[config.mk]
export PLATFORM = sky130hd
export DESIGN_NAME = hazard_ctrl
export DESIGN_NICKNAME = d
export VERILOG_FILES = /design/src/rtl/hazard_ctrl.sv
export SDC_FILE = /design/constraint.sdc
export NUM_CORES = 1
export LEC_CHECK = 0
export ABC_AREA = 1
export CAP_MARGIN = 10
export CORE_ASPECT_RATIO = 1.25
export CORE_MARGIN = 4
export CORE_UTILIZATION = 57
export CTS_BUF_LIST = sky130_fd_sc_hd__clkbuf_4
export DETAILED_ROUTE_END_ITERATION = 12
export GPL_ROUTABILITY_DRIVEN = 0
export PLACE_DENSITY = 0.88
export SKIP_CTS_REPAIR_TIMING = 1
export SYNTH_ARGS = -nofsm -noshare
export SYNTH_HDL_FRONTEND = slang
export SYNTH_SLANG_ARGS = --single-unit
[constraint.sdc]
create_clock -name clk -period 3.75 [get_ports clk]
set_input_delay 0.75 -clock clk [delete_from_list [all_inputs] [get_ports clk]]
set_output_delay 0.75 -clock clk [all_outputs]
set_load 0.1 [all_outputs]
[src/rtl/hazard_ctrl.sv]
// hazard_ctrl: pipeline hazard detection (stall/flush/forward select) with EX/MEM/WB shadow; HAZARD_CTRL_FWD_EN enables forwarding
module hazard_ctrl #(
  parameter int REG_AW = 5,
  parameter int CNT_W  = 16
) (
  input  logic              clk,
  input  logic              rst_n,
  input  logic              id_valid,
  input  logic [REG_AW-1:0] id_rs,
  input  logic [REG_AW-1:0] id_rt,
  input  logic              id_use_rs,
  input  logic              id_use_rt,
  input  logic              id_wr,
  input  logic [REG_AW-1:0] id_wr_reg,
  input  logic              id_load,
  input  logic              br_taken,
  output logic              stall,
  output logic              flush,
  output logic [1:0]        fwd_a_sel,
  output logic [1:0]        fwd_b_sel,
  output logic [CNT_W-1:0]  stall_cnt
);
  typedef struct packed {
    logic              valid;
    logic              wr;
    logic [REG_AW-1:0] wr_reg;
    logic              load;
    logic [REG_AW-1:0] rs;
    logic [REG_AW-1:0] rt;
    logic              use_rs;
    logic              use_rt;
  } stage_t;
  stage_t ex, mem, wb, id_s;
  logic rs_u, rt_u;
  logic unused;
  function automatic logic hit(input stage_t w, input logic [REG_AW-1:0] a, input logic u);
    return w.valid && w.wr && (w.wr_reg != '0) && (w.wr_reg == a) && u;
  endfunction
  assign flush = br_taken;
  assign rs_u = id_valid & id_use_rs;
  assign rt_u = id_valid & id_use_rt;
  assign unused = ^{ex, mem, wb};
  // Pack the ID fields so they can be shifted into the EX shadow as one entry
  always_comb begin
    id_s = '{valid: id_valid, wr: id_wr, wr_reg: id_wr_reg, load: id_load,
             rs: id_rs, rt: id_rt, use_rs: id_use_rs, use_rt: id_use_rt};
  end
`ifdef HAZARD_CTRL_FWD_EN
  // Only a load in EX forces a stall; everything else is forwarded, MEM before WB
  always_comb begin
    stall = !br_taken && ex.load && (hit(ex, id_rs, rs_u) || hit(ex, id_rt, rt_u));
    fwd_a_sel = !ex.valid ? 2'd0 : hit(mem, ex.rs, ex.use_rs) ? 2'd1 : hit(wb, ex.rs, ex.use_rs) ? 2'd2 : 2'd0;
    fwd_b_sel = !ex.valid ? 2'd0 : hit(mem, ex.rt, ex.use_rt) ? 2'd1 : hit(wb, ex.rt, ex.use_rt) ? 2'd2 : 2'd0;
  end
`else
  // Without forwarding, wait until any pending writer has left EX and MEM
  always_comb begin
    stall = !br_taken && (hit(ex, id_rs, rs_u) || hit(ex, id_rt, rt_u) ||
                          hit(mem, id_rs, rs_u) || hit(mem, id_rt, rt_u));
    fwd_a_sel = 2'd0;
    fwd_b_sel = 2'd0;
  end
`endif
  // Advance the shadow pipeline, inserting bubbles on stall/flush, and count stall cycles
  always_ff @(posedge clk or negedge rst_n) begin
    if (!rst_n) begin
      ex        <= '0;
      mem       <= '0;
      wb        <= '0;
      stall_cnt <= '0;
    end else begin
      wb  <= mem;
      mem <= flush ? '0 : ex;
      ex  <= (id_valid && !stall && !flush) ? id_s : '0;
      if (stall && stall_cnt != '1) stall_cnt <= stall_cnt + CNT_W'(1);
    end
  end
endmodule

# Yosys cells after proc, flatten, opt, wreduce, memory -nomap -nowiden
# Index checks and enable logic that the tools add are counted.
# W data, S select, Z words.
[word_totals]
register_bits = 43
in_bits = 23
output_inout_bits = 22
elab_cells = 45
[op_classes]
addsub = 1
n_eq_ne = 5
muxes = 2
bitwise_logic = 2
n_reduce_logical = 23
[op_table]
columns = ["operator", "count"]
rows = [
  ["$mux W20", 2],
  ["$eq A5 B5 Y1", 4],
  ["$add A16 B1 Y16 const B", 1],
  ["$logic_and A1 B1 Y1", 16],
  ["$ne A16 B16 Y1 const B", 1],
  ["$reduce_bool A5 Y1", 2],
  ["$logic_or A1 B1 Y1", 3],
  ["$and A1 B1 Y1", 2],
  ["$logic_not A1 Y1", 2],
]

# Longest topological paths before layout
# Gate-level depths: netlist (run 1).
[depth]
depth_word = 12
ltp_mapped = 13
ltp_nobuf = 13

# Least setup slack after synthesis (run 1)
# OpenSTA, ideal clock, no wires.
[synth_timing]
kind = "input to output"
start = "input id_rs[0]"
end = "output stall"
arrival_time_ns = 2.696
slack_ns = 0.304
stages = 9
path_cell_list = "xnor2_1 > nand3_1 > nor2_2 > nand2_1 > nand2_1 > nand2_1 > nand2_1 > inv_1 > nor2_1"
[synth_via]
elab_chain_len = 7
[synth_rtl]
columns = ["element", "line_no", "rtl"]
rows = [
  ["start: declaration", "9", "input logic [REG_AW-1:0] id_rs,"],
  ["$eq A5 B5 Y1", "37", "return w.valid && w.wr && (w.wr_reg != '0) && (w.wr_reg == a) && u;"],
  ["$logic_and A1 B1 Y1 (2 in series)", "37", ""],
  ["$logic_or A1 B1 Y1", "58", "stall = !br_taken && (hit(ex, id_rs, rs_u) || hit(ex, id_rt, rt_u) ||"],
  ["$logic_or A1 B1 Y1 (*)", "58", ""],
  ["$logic_or A1 B1 Y1 (*)", "59", "hit(mem, id_rs, rs_u) || hit(mem, id_rt, rt_u));"],
  ["$logic_and A1 B1 Y1 (*)", "58", ""],
  ["end: declaration", "17", "output logic stall,"],
]
# Every way passes the cells marked *; elsewhere a longest branch is shown, timed or not.

# Worst setup path in the final report (run 1)
[layout_timing]
start = "input id_rs[4]"
end = "output stall"
# Same word-level chain as after synthesis.

==> impl_results.md, run 1 <==
* Number of core rows at 24
* Clock Skew at 17.0 ps
* Clock-pin slew reported for the worst setup and hold paths after clock tree synthesis at 80 ps
* Total overflow reported by the global router at 0
* Multi-input gate area at around 1200 µm²
* Part of the Yosys area used for sequential elements at a little over a third
* Run status: finished, final reports clean
* Static leakage power at between 1 and 1.5 nW
* Number of antenna repair diodes at 0
* Pins Over Slew Limit at 0
* Area added between synthesis and finish at 20.1%
* Routed vias/inst at approximately 5.2
* Height of the chip at approximately 77 µm
* Endpoint type of the worst setup path: output port
* Antenna violations before repair at 0
* Die footprint at around 4800 µm²
* Die Wd at 62.8 µm
* Later-pin clock latency in the skew report at between 300 and 400 ps
* Std-Cell Core Area at 3540 µm²
* Seq cells post-synth at 30
* Cell area after technology mapping at around 2100 µm²
* Min Tclk post-route at approximately 3300 ps
* Cell class contributing the biggest share of worst-path delay: buffers and inverters
* Vias in the first global route at 1959
* Aggregate routed wire length at around 4900 µm
* Crit path buf inv count at 4
* Ratio of total power to cell area at 243 nW/µm²
* First-pass iteration count of the detailed router at 4
* Fraction of final layout cells sized beyond drive strength 1 at a little under an eighth
* Worst Hold Launch: ex[19]
* Met3 track demand over resource at between 4 and 5%
* TritonCTS clock tree: built
* Num CTS Buffers at 5
* Crit-path most repeated cell: nand2_1
* WP data required at about 3000 ps
* Depth of the CTS H-tree at 2
* Initial standard-cell utilization of the core at 60.4%
* Top fanout value on the critical path at 3
* Starting DRC count in detailed routing at 196
* CP max-delay cell: clkdlybuf4s50_1
* Layout net count at ~360
* DR DRC count at 0
* First-pass GRT wire length at 8730 µm
* Routing layer with the top usage in global route: met2
* Cells on worst reg2reg path at 7
* Setup repair after global routing missed its margin: false
* Post-synthesis instance total at 300
* Number of endpoints failing setup at the final stage at 0
* Post-Synthesis Mean Instance Area at around 7.1 µm²
* Hold_ws at just under 500 ps
* Period Utilization, post-route at 88.1%
* Crit. path cell count at 14
* Largest incremental delay on the critical path at 510 ps
* Mean routed wirelength per cell at between 10 and 15 µm
* Buffer cell driving the clock tree root: clkbuf_4
* Hold Crit Class: flip-flop to flip-flop
* Input/output buffers at 39
* Yosys cell types at 28
* Max Root-Sink Buffers at 2
* Cell type contributing the most total cell area after synthesis: dfrtp_1
* Share of the synthesized area in the top cell type at a little over a third
* Signal arrival time at the worst endpoint at 2560 ps
* Final non-filler cell total at around 380
* Class of the most critical setup path: primary input to output port
* IO Pins at between 40 and 50
* Aggregate global-route resource usage at 22.4%
* Hold Fails Final Rpt at 0
* Type of element launching the critical path: primary input
* Number of sinks driven by the clock tree at 30
* GR Layer Usage met1 at a little over a quarter
* Vias after detailed routing at 1975
* List of cells traversed by the critical path: clkdlybuf4s50_1 > inv_1 > nand2_1 > o21ai_1 > nor2_1 > nand2_1 > nor2_2 > nand2_1 > nand2_1 > nand2_1 > nand2_1 > inv_1 > nor2_1 > buf_12
* Peak supply drop at 0.233 mV
* GR Util met2 at between 30% and 40%
* Fill cell count at 284
* Area of all sequential standard cells at 751 µm²
* Number of warnings printed during yosys synthesis at 0
* Transition at the pin with the smallest max-transition slack at slightly below 1000 ps
* Peak Freq at a little over 300 MHz
* Post-DRT Antenna Nets at 0
* Setup TNS at 0 ps
* Max Cap Violations at 0
* Launching point of the worst reg2reg path: stall_cnt[0]
* Largest net degree at the start of global routing at 31
* HPWL reported at the end of detailed placement at roughly 3600 µm
* Main area contributors after synthesis: dfrtp_1 35%, nand2_1 15%, nor2_1 7.0%
* Critical path startpoint: id_rs[4]
* Placed Cells incl. Taps at 370
* Worst Hold Depth at 2
* Worst slew margin relative to its limit at 34.6%
==> sequential cells by signal, indices dropped and copies added, names as in the netlist <==
name	cells
mem	7
ex	7
stall_cnt	16
==> layout by cell type (no fill, tap or decap), drive strengths merged <==
master,n
nor2,43
ha,1
nand2,95
conb,4
o21ai,1
clkinv,2
nor3,5
inv,42
dfrtp,30
nor4,1
nand3,21
buf,3
xnor2,11
nand4,23
and2,1
clkdlybuf4s50,37
clkbuf,6
xor2,13
==> metal layers <==
layer  part of all wire [%]  up-vias
li1                       -     1003
met1                     43      900
met2                     50       62
met3                    4.6       10
met4                    2.0        0
met5                      0        -
==> report_power, final <==
group	switching [W]	total (W)	internal (W)
Sequential	0.00000605	0.000334	0.000328
Clock	0.000108	0.000186	0.0000775
Combinational	0.0000661	0.000105	0.0000386
Total	0.000181	0.000625	0.000445
==> synth_stat cells <==
library cell / instances
clkbuf_1: 1
buf_2: 3
nand3_1: 16
nand4_4: 1
nor2_1: 40
nand3_2: 4
inv_2: 7
xnor2_1: 10
nor2_2: 3
buf_4: 6
nand2_2: 10
buf_6: 1
dfrtp_1: 30
nor3_1: 4
nor3_4: 1
ha_1: 1
nand4_2: 1
nand2_1: 85
buf_8: 1
xnor2_2: 1
xor2_1: 13
o21ai_1: 1
nand3_4: 1
and2_1: 1
inv_1: 35
nor4_1: 1
conb_1: 1
nand4_1: 21
==> worst register-to-register path: cells and delay by family (launching register included) <==
family	cells	cell delay, ps
simple gates	6	1360
flops	1	450
fa+ha+maj	1	290
==> layout make-up <==
type	instances	share of cell area [%]
Tap cell	39	1.90
Timing Repair Buffer	40	15.8
Multi-Input combinational cell	219	44.9
Inverter	42	6.14
Clock inverter	2	0.341
Sequential cell	30	29.2
Clock buffer	6	1.75
==> worst paths after layout <==
kind                                end  slack, ps
min in group asynchronous  stall_cnt[1]        790
setup reg to reg           stall_cnt[6]       1580
setup / recovery                  stall        440
max in group asynchronous        ex[19]       2660
hold / removal                  mem[19]        490
hold reg to reg                 mem[19]        490
==> kinds of logic (layout without fill, tap and decap cells) <==
logic type / count (synthesis) / count (layout) / synth area share, %
AND/OR/NAND/NOR: 189 / 189 / 42.2
other: 1 / 4 / 0.175
flip-flops: 30 / 30 / 35.1
buffers and inverters: 54 / 90 / 11.6
AO/OA/AOI/OAI: 1 / 1 / 0.234
XOR/XNOR: 24 / 24 / 10.2
adder cells (fa/ha/maj): 1 / 1 / 0.585
==> through the flow <==
stage	total power (W)	util, %	area (µm²)	setup slack, ps
final	0.000625	72.5	2570	444
after global routing	0.000661	72.5	2570	313
after CTS	0.000632	72.5	2570	443
after detailed placement	0.000445	71.0	2510	475
after global placement	0.000443	71.0	2510	528
after floorplan	0.000408	-	2150	304
No activity file was read; power rests on OpenSTA's default activity.
==> run 2, diff against run 1 <==
--- a/config.mk
+++ b/config.mk
@@ -10,7 +10,7 @@
 export CORE_ASPECT_RATIO = 1.25
 export CORE_MARGIN = 4
 export CORE_UTILIZATION = 57
-export CTS_BUF_LIST = sky130_fd_sc_hd__clkbuf_4
+export CTS_BUF_LIST = sky130_fd_sc_hd__clkbuf_8
 export DETAILED_ROUTE_END_ITERATION = 12
 export GPL_ROUTABILITY_DRIVEN = 0
 export PLACE_DENSITY = 0.88
==> impl_results.md, run 2 (synthesized netlist as in run 1, its figures left out) <==
* CP max-delay cell: clkdlybuf4s50_1 (unchanged)
* First-pass iteration count of the detailed router at 4 (unchanged)
* Post-placement setup slack at 475 ps (unchanged)
* Type of element launching the critical path: primary input (unchanged)
* Worst Hold Launch: ex[19] (unchanged)
* Vias after detailed routing at 1983 (was 1975)
* Number of antenna repair diodes at 0 (unchanged)
* Class of the most critical setup path: primary input to output port (unchanged)
* Clock-pin slew reported for the worst setup and hold paths after clock tree synthesis at 60 ps (was 80 ps)
* Clock Skew at 9.12 ps (was 17.0 ps)
* DR DRC count at 0 (unchanged)
* Transition at the pin with the smallest max-transition slack at 976 ps (was 977 ps)
* Area added between synthesis and finish at 21.8% (was 20.1%)
* Most common cell after layout, fill and taps aside: nand2_1 (unchanged)
* Final non-filler cell total at 378 (unchanged)
* Buffer cell driving the clock tree root: clkbuf_8 (was clkbuf_4)
* Hold Crit Class: flip-flop to flip-flop (unchanged)
* Ratio of total power to cell area at 271 nW/µm² (was 243 nW/µm²)
* Die footprint at 4800 µm² (unchanged)
* Vias in the first global route at 1976 (was 1959)
* Hold Fails Final Rpt at 0 (unchanged)
* Std-Cell Core Area at 3540 µm² (unchanged)
* Max reg flops at 16 (unchanged)
* Biggest register: stall_cnt (unchanged)
* Setup TNS at 0 ps (unchanged)
* Fraction of final layout cells sized beyond drive strength 1 at 11.5% (unchanged)
* Num CTS Buffers at 5 (unchanged)
* Cell class contributing the biggest share of worst-path delay: buffers and inverters (unchanged)
* Antenna violations before repair at 0 (unchanged)
* Critical path startpoint: id_rs[4] (unchanged)
* Worst slew margin relative to its limit at 34.8% (was 34.6%)
* Depth of the CTS H-tree at 2 (unchanged)
* Mean routed wirelength per cell at 13.0 µm (was 12.9 µm)
* Number of core rows at 24 (unchanged)
* Switching Fraction at 27.5% (was 28.9%)
* Die Wd at 62.8 µm (unchanged)
* Pins Over Slew Limit at 0 (unchanged)
* Biggest registers after layout: stall_cnt x16, ex x7, mem x7 (unchanged)
* Largest incremental delay on the critical path at 510 ps (about the same)
* HPWL reported at the end of detailed placement at 3630 µm (unchanged)
* Number of sinks driven by the clock tree at 30 (unchanged)
* Peak Freq at 305 MHz (was 303 MHz)
* Peak supply drop at 0.355 mV (was 0.233 mV)
* Initial standard-cell utilization of the core at 60.4% (unchanged)
* Post-DRT Antenna Nets at 0 (unchanged)
* List of cells traversed by the critical path: clkdlybuf4s50_1 > inv_1 > nand2_1 > o21ai_1 > nor2_1 > nand2_1 > nor2_2 > nand2_1 > nand2_1 > nand2_1 > nand2_1 > inv_1 > nor2_1 > buf_12 (unchanged)
* Signal arrival time at the worst endpoint at 2530 ps (was 2560 ps)
* Portion of total power attributed to sequential cells at 47.4% (was 53.5%)
* Max Cap Violations at 0 (unchanged)
* Static leakage power at 1.33 nW (was 1.31 nW)
* Layout net count at 362 (unchanged)
* Number of endpoints failing setup at the final stage at 0 (unchanged)
* Period Utilization, post-route at 87.5% (was 88.1%)
* Top fanout value on the critical path at 3 (unchanged)
* TritonCTS clock tree: built (unchanged)
* Crit-path most repeated cell: nand2_1 (unchanged)
* Placed Cells incl. Taps at 370 (unchanged)
* Clock share of power at 37.8% (was 29.7%)
* Min Tclk post-route at 3280 ps (was 3310 ps)
* Internal power at 0.000513 W (was 0.000445 W)
* WP data required at 3000 ps (about the same)
* Combinational fraction of design power at 14.8% (was 16.8%)
* Routed vias/inst at 5.25 (was 5.22)
* Commonest non-fill, non-tap cells in the layout: 85 x nand2_1, 40 x nor2_1, 37 x clkdlybuf4s50_1, 36 x inv_1, 30 x dfrtp_1 (was 85 x nand2_1, 40 x nor2_1, 37 x clkdlybuf4s50_1, 35 x inv_1, 30 x dfrtp_1)
* Aggregate global-route resource usage at 22.8% (was 22.4%)
* Height of the chip at 76.5 µm (unchanged)
* Input/output buffers at 39 (unchanged)
* Crit path buf inv count at 4 (unchanged)
* Largest net degree at the start of global routing at 31 (unchanged)
* Hold_ws at 486 ps (was 488 ps)
* Post-route worst setup slack at 470 ps (was 444 ps)
* Endpoint type of the worst setup path: output port (unchanged)
* Power dissipated by switching net loads at 0.000194 W (was 0.000181 W)
* Setup slack of the worst register-to-register path at 1600 ps (was 1580 ps)
* Setup repair after global routing missed its margin: false (unchanged)
* Starting DRC count in detailed routing at 176 (was 196)
* Aggregate routed wire length at 4900 µm (was 4860 µm)
* First-pass GRT wire length at 8830 µm (was 8730 µm)
* Max Root-Sink Buffers at 2 (unchanged)
* IO Pins at 45 (unchanged)
* Later-pin clock latency in the skew report at 290 ps (was 330 ps)
* Total overflow reported by the global router at 0 (unchanged)
* Launching point of the worst reg2reg path: stall_cnt[0] (unchanged)
* Run status: finished, final reports clean (unchanged)
## run 2: cell count changes in the layout (fill, tap and decap cells not counted), sizes merged
cell,change
clkinv,-1
inv,+1
## run 2: power groups by stage
| stage | combinational (W) | sequential [W] | clock (W) |
|---|---|---|---|
| final | 0.000105 | 0.000335 | 0.000267 |
| after global routing | 0.000115 | 0.000335 | 0.000292 |
| after CTS | 0.000105 | 0.000335 | 0.000274 |
| after detailed placement | 0.000104 | 0.000341 | 0 |
| after global placement | 0.000103 | 0.000341 | 0 |
| after floorplan | 0.0000677 | 0.000340 | 0 |
## run 2: tightest hold or removal path, stage by stage (launching register included)
cell     delay (ps)
dfrtp_1         340
inv_1            40
nor2_1           70
## run 2: path summary, 6_finish.rpt
check	endpoint	cells past startpoint
min in group asynchronous	stall_cnt[1]	2
worst min-delay path	mem[19]	2
worst min register to register	mem[19]	2
max in group asynchronous	ex[19]	2
worst max-delay path	stall	14
worst max register to register	stall_cnt[6]	7
## run 2: stage by stage
step | util, % | cell area [µm²] | total power [W]
CTS | 73.6 | 2610 | 0.000714
global placement | 71.0 | 2510 | 0.000443
detailed placement | 71.0 | 2510 | 0.000445
floorplan | - | 2150 | 0.000408
global route | 73.6 | 2610 | 0.000743
finish | 73.6 | 2610 | 0.000707
## run 2: final cells by class
cell class	count	area, µm²
multi-input cells	219	1150
fillers	271	937
flip-flops and latches	30	751
repair buffers	40	405
inverters	42	158
clock buffers	6	82.6
well taps	39	48.8
clock inverters	2	8.76
## run 2: metal layers
metal | global-route usage, % | part of all wire [%] | up-vias
li1 | - | - | 1004
met1 | 26.8 | 43 | 906
met2 | 39.2 | 51 | 60
met3 | 5.16 | 4.2 | 13
met4 | 10.4 | 2.2 | 0
met5 | 0 | 0 | -
==> run 3, diff against run 2 <==
--- a/config.mk
+++ b/config.mk
@@ -9,11 +9,12 @@
 export CAP_MARGIN = 10
 export CORE_ASPECT_RATIO = 1.25
 export CORE_MARGIN = 4
-export CORE_UTILIZATION = 57
+export CORE_UTILIZATION = 53
 export CTS_BUF_LIST = sky130_fd_sc_hd__clkbuf_8
 export DETAILED_ROUTE_END_ITERATION = 12
 export GPL_ROUTABILITY_DRIVEN = 0
-export PLACE_DENSITY = 0.88
+export PLACE_DENSITY = 0.83
+export RECOVER_POWER = 25
 export SKIP_CTS_REPAIR_TIMING = 1
 export SYNTH_ARGS = -nofsm -noshare
 export SYNTH_HDL_FRONTEND = slang
==> constraint.sdc (replaced) <==
create_clock -name clk -period 3.6 [get_ports clk]
set_input_delay 0.72 -clock clk [delete_from_list [all_inputs] [get_ports clk]]
set_output_delay 0.72 -clock clk [all_outputs]
set_load 0.1 [all_outputs]
==> impl_results.md, run 3 (synthesized netlist as in run 1, its figures left out) <==
* Run status: finished with violations (was finished, final reports clean)
* Violations in the final reports: capacitance limit, slew limit
* Static leakage power at 1.33 nW (about the same)
* Signal arrival time at the worst endpoint at 2470 ps (was 2530 ps)
* Hold Crit Class: flip-flop to flip-flop (unchanged)
* Routed vias/inst at 4.98 (was 5.25)
* Starting DRC count in detailed routing at 103 (was 176)
* Height of the chip at 79.0 µm (was 76.5 µm)
* Input/output buffers at 39 (unchanged)
* Portion of total power attributed to sequential cells at 47.7% (was 47.4%)
* Biggest register: stall_cnt (unchanged)
* Fill cell count at 345 (was 271)
* Cell class contributing the biggest share of worst-path delay: buffers and inverters (unchanged)
* Most common cell after layout, fill and taps aside: nand2_1 (unchanged)
* Max Cap Violations at 1 (was 0)
* Later-pin clock latency in the skew report at 280 ps (was 290 ps)
* Clock-pin slew reported for the worst setup and hold paths after clock tree synthesis at 60 ps (about the same)
* Transition at the pin with the smallest max-transition slack at 1600 ps (was 976 ps)
* List of cells traversed by the critical path: clkdlybuf4s50_1 > inv_1 > nand2_1 > nand3_1 > nor2_2 > nand2_1 > nand2_1 > nand2_1 > nand2_1 > inv_1 > nor2_1 > buf_12 (was clkdlybuf4s50_1 > inv_1 > nand2_1 > o21ai_1 > nor2_1 > nand2_1 > nor2_2 > nand2_1 > nand2_1 > nand2_1 > nand2_1 > inv_1 > nor2_1 > buf_12)
* Combinational fraction of design power at 14.9% (was 14.8%)
* Largest net degree at the start of global routing at 31 (unchanged)
* Die Wd at 64.8 µm (was 62.8 µm)
* Post-DRT Antenna Nets at 0 (unchanged)
* Peak Freq at about 310 MHz
* Crit path buf inv count at 4 (unchanged)
* Period Utilization, post-route at 88.7%
* Critical path startpoint: id_rs[2] (was id_rs[4])
* WP data required at 2880 ps (was 3000 ps)
* Num CTS Buffers at 5 (unchanged)
* Peak supply drop at 0.207 mV (was 0.355 mV)
* Top fanout value on the critical path at 4 (was 3)
* Number of core rows at 25 (was 24)
* Vias in the first global route at 1991 (was 1976)
* Min Tclk post-route at 3190 ps
* Initial standard-cell utilization of the core at 55.6% (was 60.4%)
* Crit-path most repeated cell: nand2_1 (unchanged)
* TritonCTS clock tree: built (unchanged)
* Fraction of final layout cells sized beyond drive strength 1 at 11.5% (about the same)
* Pins Over Slew Limit at 31 (was 0)
* Class of the most critical setup path: primary input to output port (unchanged)
* Max reg flops at 16 (unchanged)
* First-pass iteration count of the detailed router at 4 (unchanged)
* Endpoint type of the worst setup path: output port (unchanged)
* Number of sinks driven by the clock tree at 30 (unchanged)
* Ratio of total power to cell area at 278 nW/µm² (was 271 nW/µm²)
* Area added between synthesis and finish at 22.9% (was 21.8%)
* Launching point of the worst reg2reg path: stall_cnt[0] (unchanged)
* Power dissipated by switching net loads at 0.000197 W (was 0.000194 W)
* Type of element launching the critical path: primary input (unchanged)
* Max Root-Sink Buffers at 2 (unchanged)
* Commonest non-fill, non-tap cells in the layout: 85 x nand2_1, 40 x nor2_1, 36 x inv_1, 36 x clkdlybuf4s50_1, 30 x dfrtp_1 (was 85 x nand2_1, 40 x nor2_1, 37 x clkdlybuf4s50_1, 36 x inv_1, 30 x dfrtp_1)
* Setup TNS at 0 ps (unchanged)
* HPWL reported at the end of detailed placement at 3720 µm (was 3630 µm)
* Clock share of power at 37.4% (was 37.8%)
* Number of antenna repair diodes at 0 (unchanged)
* DR DRC count at 0 (unchanged)
* Number of endpoints failing setup at the final stage at 0 (unchanged)
* Finished Core Util at 68.3% (was 73.6%)
* Depth of the CTS H-tree at 2 (unchanged)
* Worst Hold Launch: ex[19] (unchanged)
* Layout net count at 363 (was 362)
* Total overflow reported by the global router at 0 (unchanged)
* Buffer cell driving the clock tree root: clkbuf_8 (unchanged)
* Internal power at 0.000534 W (was 0.000513 W)
* Mean routed wirelength per cell at 12.4 µm (was 13.0 µm)
* Vias after detailed routing at 1962 (was 1983)
* Die footprint at 5120 µm² (was 4800 µm²)
* First-pass GRT wire length at 8480 µm (was 8830 µm)
* Aggregate routed wire length at 4880 µm (was 4900 µm)
* IO Pins at 45 (unchanged)
* Setup slack of the worst register-to-register path at 1430 ps (was 1600 ps)
* Hold Fails Final Rpt at 0 (unchanged)
* CP max-delay cell: clkdlybuf4s50_1 (unchanged)
* Aggregate global-route resource usage at 21.2% (was 22.8%)
* Largest incremental delay on the critical path at 540 ps (was 510 ps)
* Switching Fraction at 26.9% (was 27.5%)
* Antenna violations before repair at 0 (unchanged)
* Biggest registers after layout: stall_cnt x16, ex x7, mem x7 (unchanged)
* Setup repair after global routing missed its margin: false (unchanged)
* Clock Skew at 9.94 ps (was 9.12 ps)
* Std-Cell Core Area at 3850 µm² (was 3540 µm²)
* Worst slew margin relative to its limit at -6.65% (was 34.8%)
## run 3: cell types whose count changed in the layout (fill, tap and decap cells not counted), sizes merged
cell | before | now
clkbuf | 6 | 7
dlygate4sd3 | 0 | 1
clkdlybuf4s50 | 37 | 36
## run 3: routing by layer
metal  share of wire [%]  vias to the layer above  routed length, µm  global-route usage [%]
li1                    -                     1006                  -                       -
met1                  42                      893               2030                    23.1
met2                  52                       55               2520                    38.5
met3                 4.9                        8                238                    3.82
met4                 1.9                        0                 95                    10.8
met5                   0                        -                  0                       0
## run 3: cell type report
class                   instances  area [µm²]  area share, %
clock buffers                   6        82.6           3.14
clock inverters                 2        8.76          0.333
inverters                      42         158           6.00
multi-input cells             219        1150           43.8
flip-flops and latches         30         751           28.6
well taps                      54        67.6           2.57
repair buffers                 41         409           15.6
## run 3: final timing paths
kind	endpoint	cells past startpoint
max	stall	12
max reg2reg	stall_cnt[6]	7
min	mem[19]	2
min reg2reg	mem[19]	2
max in group asynchronous	ex[18]	2
min in group asynchronous	stall_cnt[3]	2
## run 3: worst min-delay path: cells and delay by family, from the launching register on
family                 cells  cell delay (ps)
buffers and inverters      1               40
flip-flops                 1              340
AND/OR/NAND/NOR            1               70
## run 3: power groups by stage
stage / registers, W / logic, W / clock network, W
3_3_place_gp: 0.000355 / 0.000108 / 0
6_report: 0.000349 / 0.000109 / 0.000273
5_1_grt: 0.000349 / 0.000119 / 0.000293
4_1_cts: 0.000349 / 0.000110 / 0.000279
2_1_floorplan: 0.000354 / 0.0000706 / 0
3_5_place_dp: 0.000355 / 0.000109 / 0
## run 3: through the flow
step	area (µm²)	instances	hold WS [ps]	worst slack [ps]	total power (W)
after floorplan	2150	303	424	214	0.000425
after global placement	2540	386	470	424	0.000463
after detailed placement	2540	386	474	408	0.000464
after CTS	2630	394	481	400	0.000738
after global routing	2630	394	527	243	0.000762
final	2630	394	478	408	0.000731
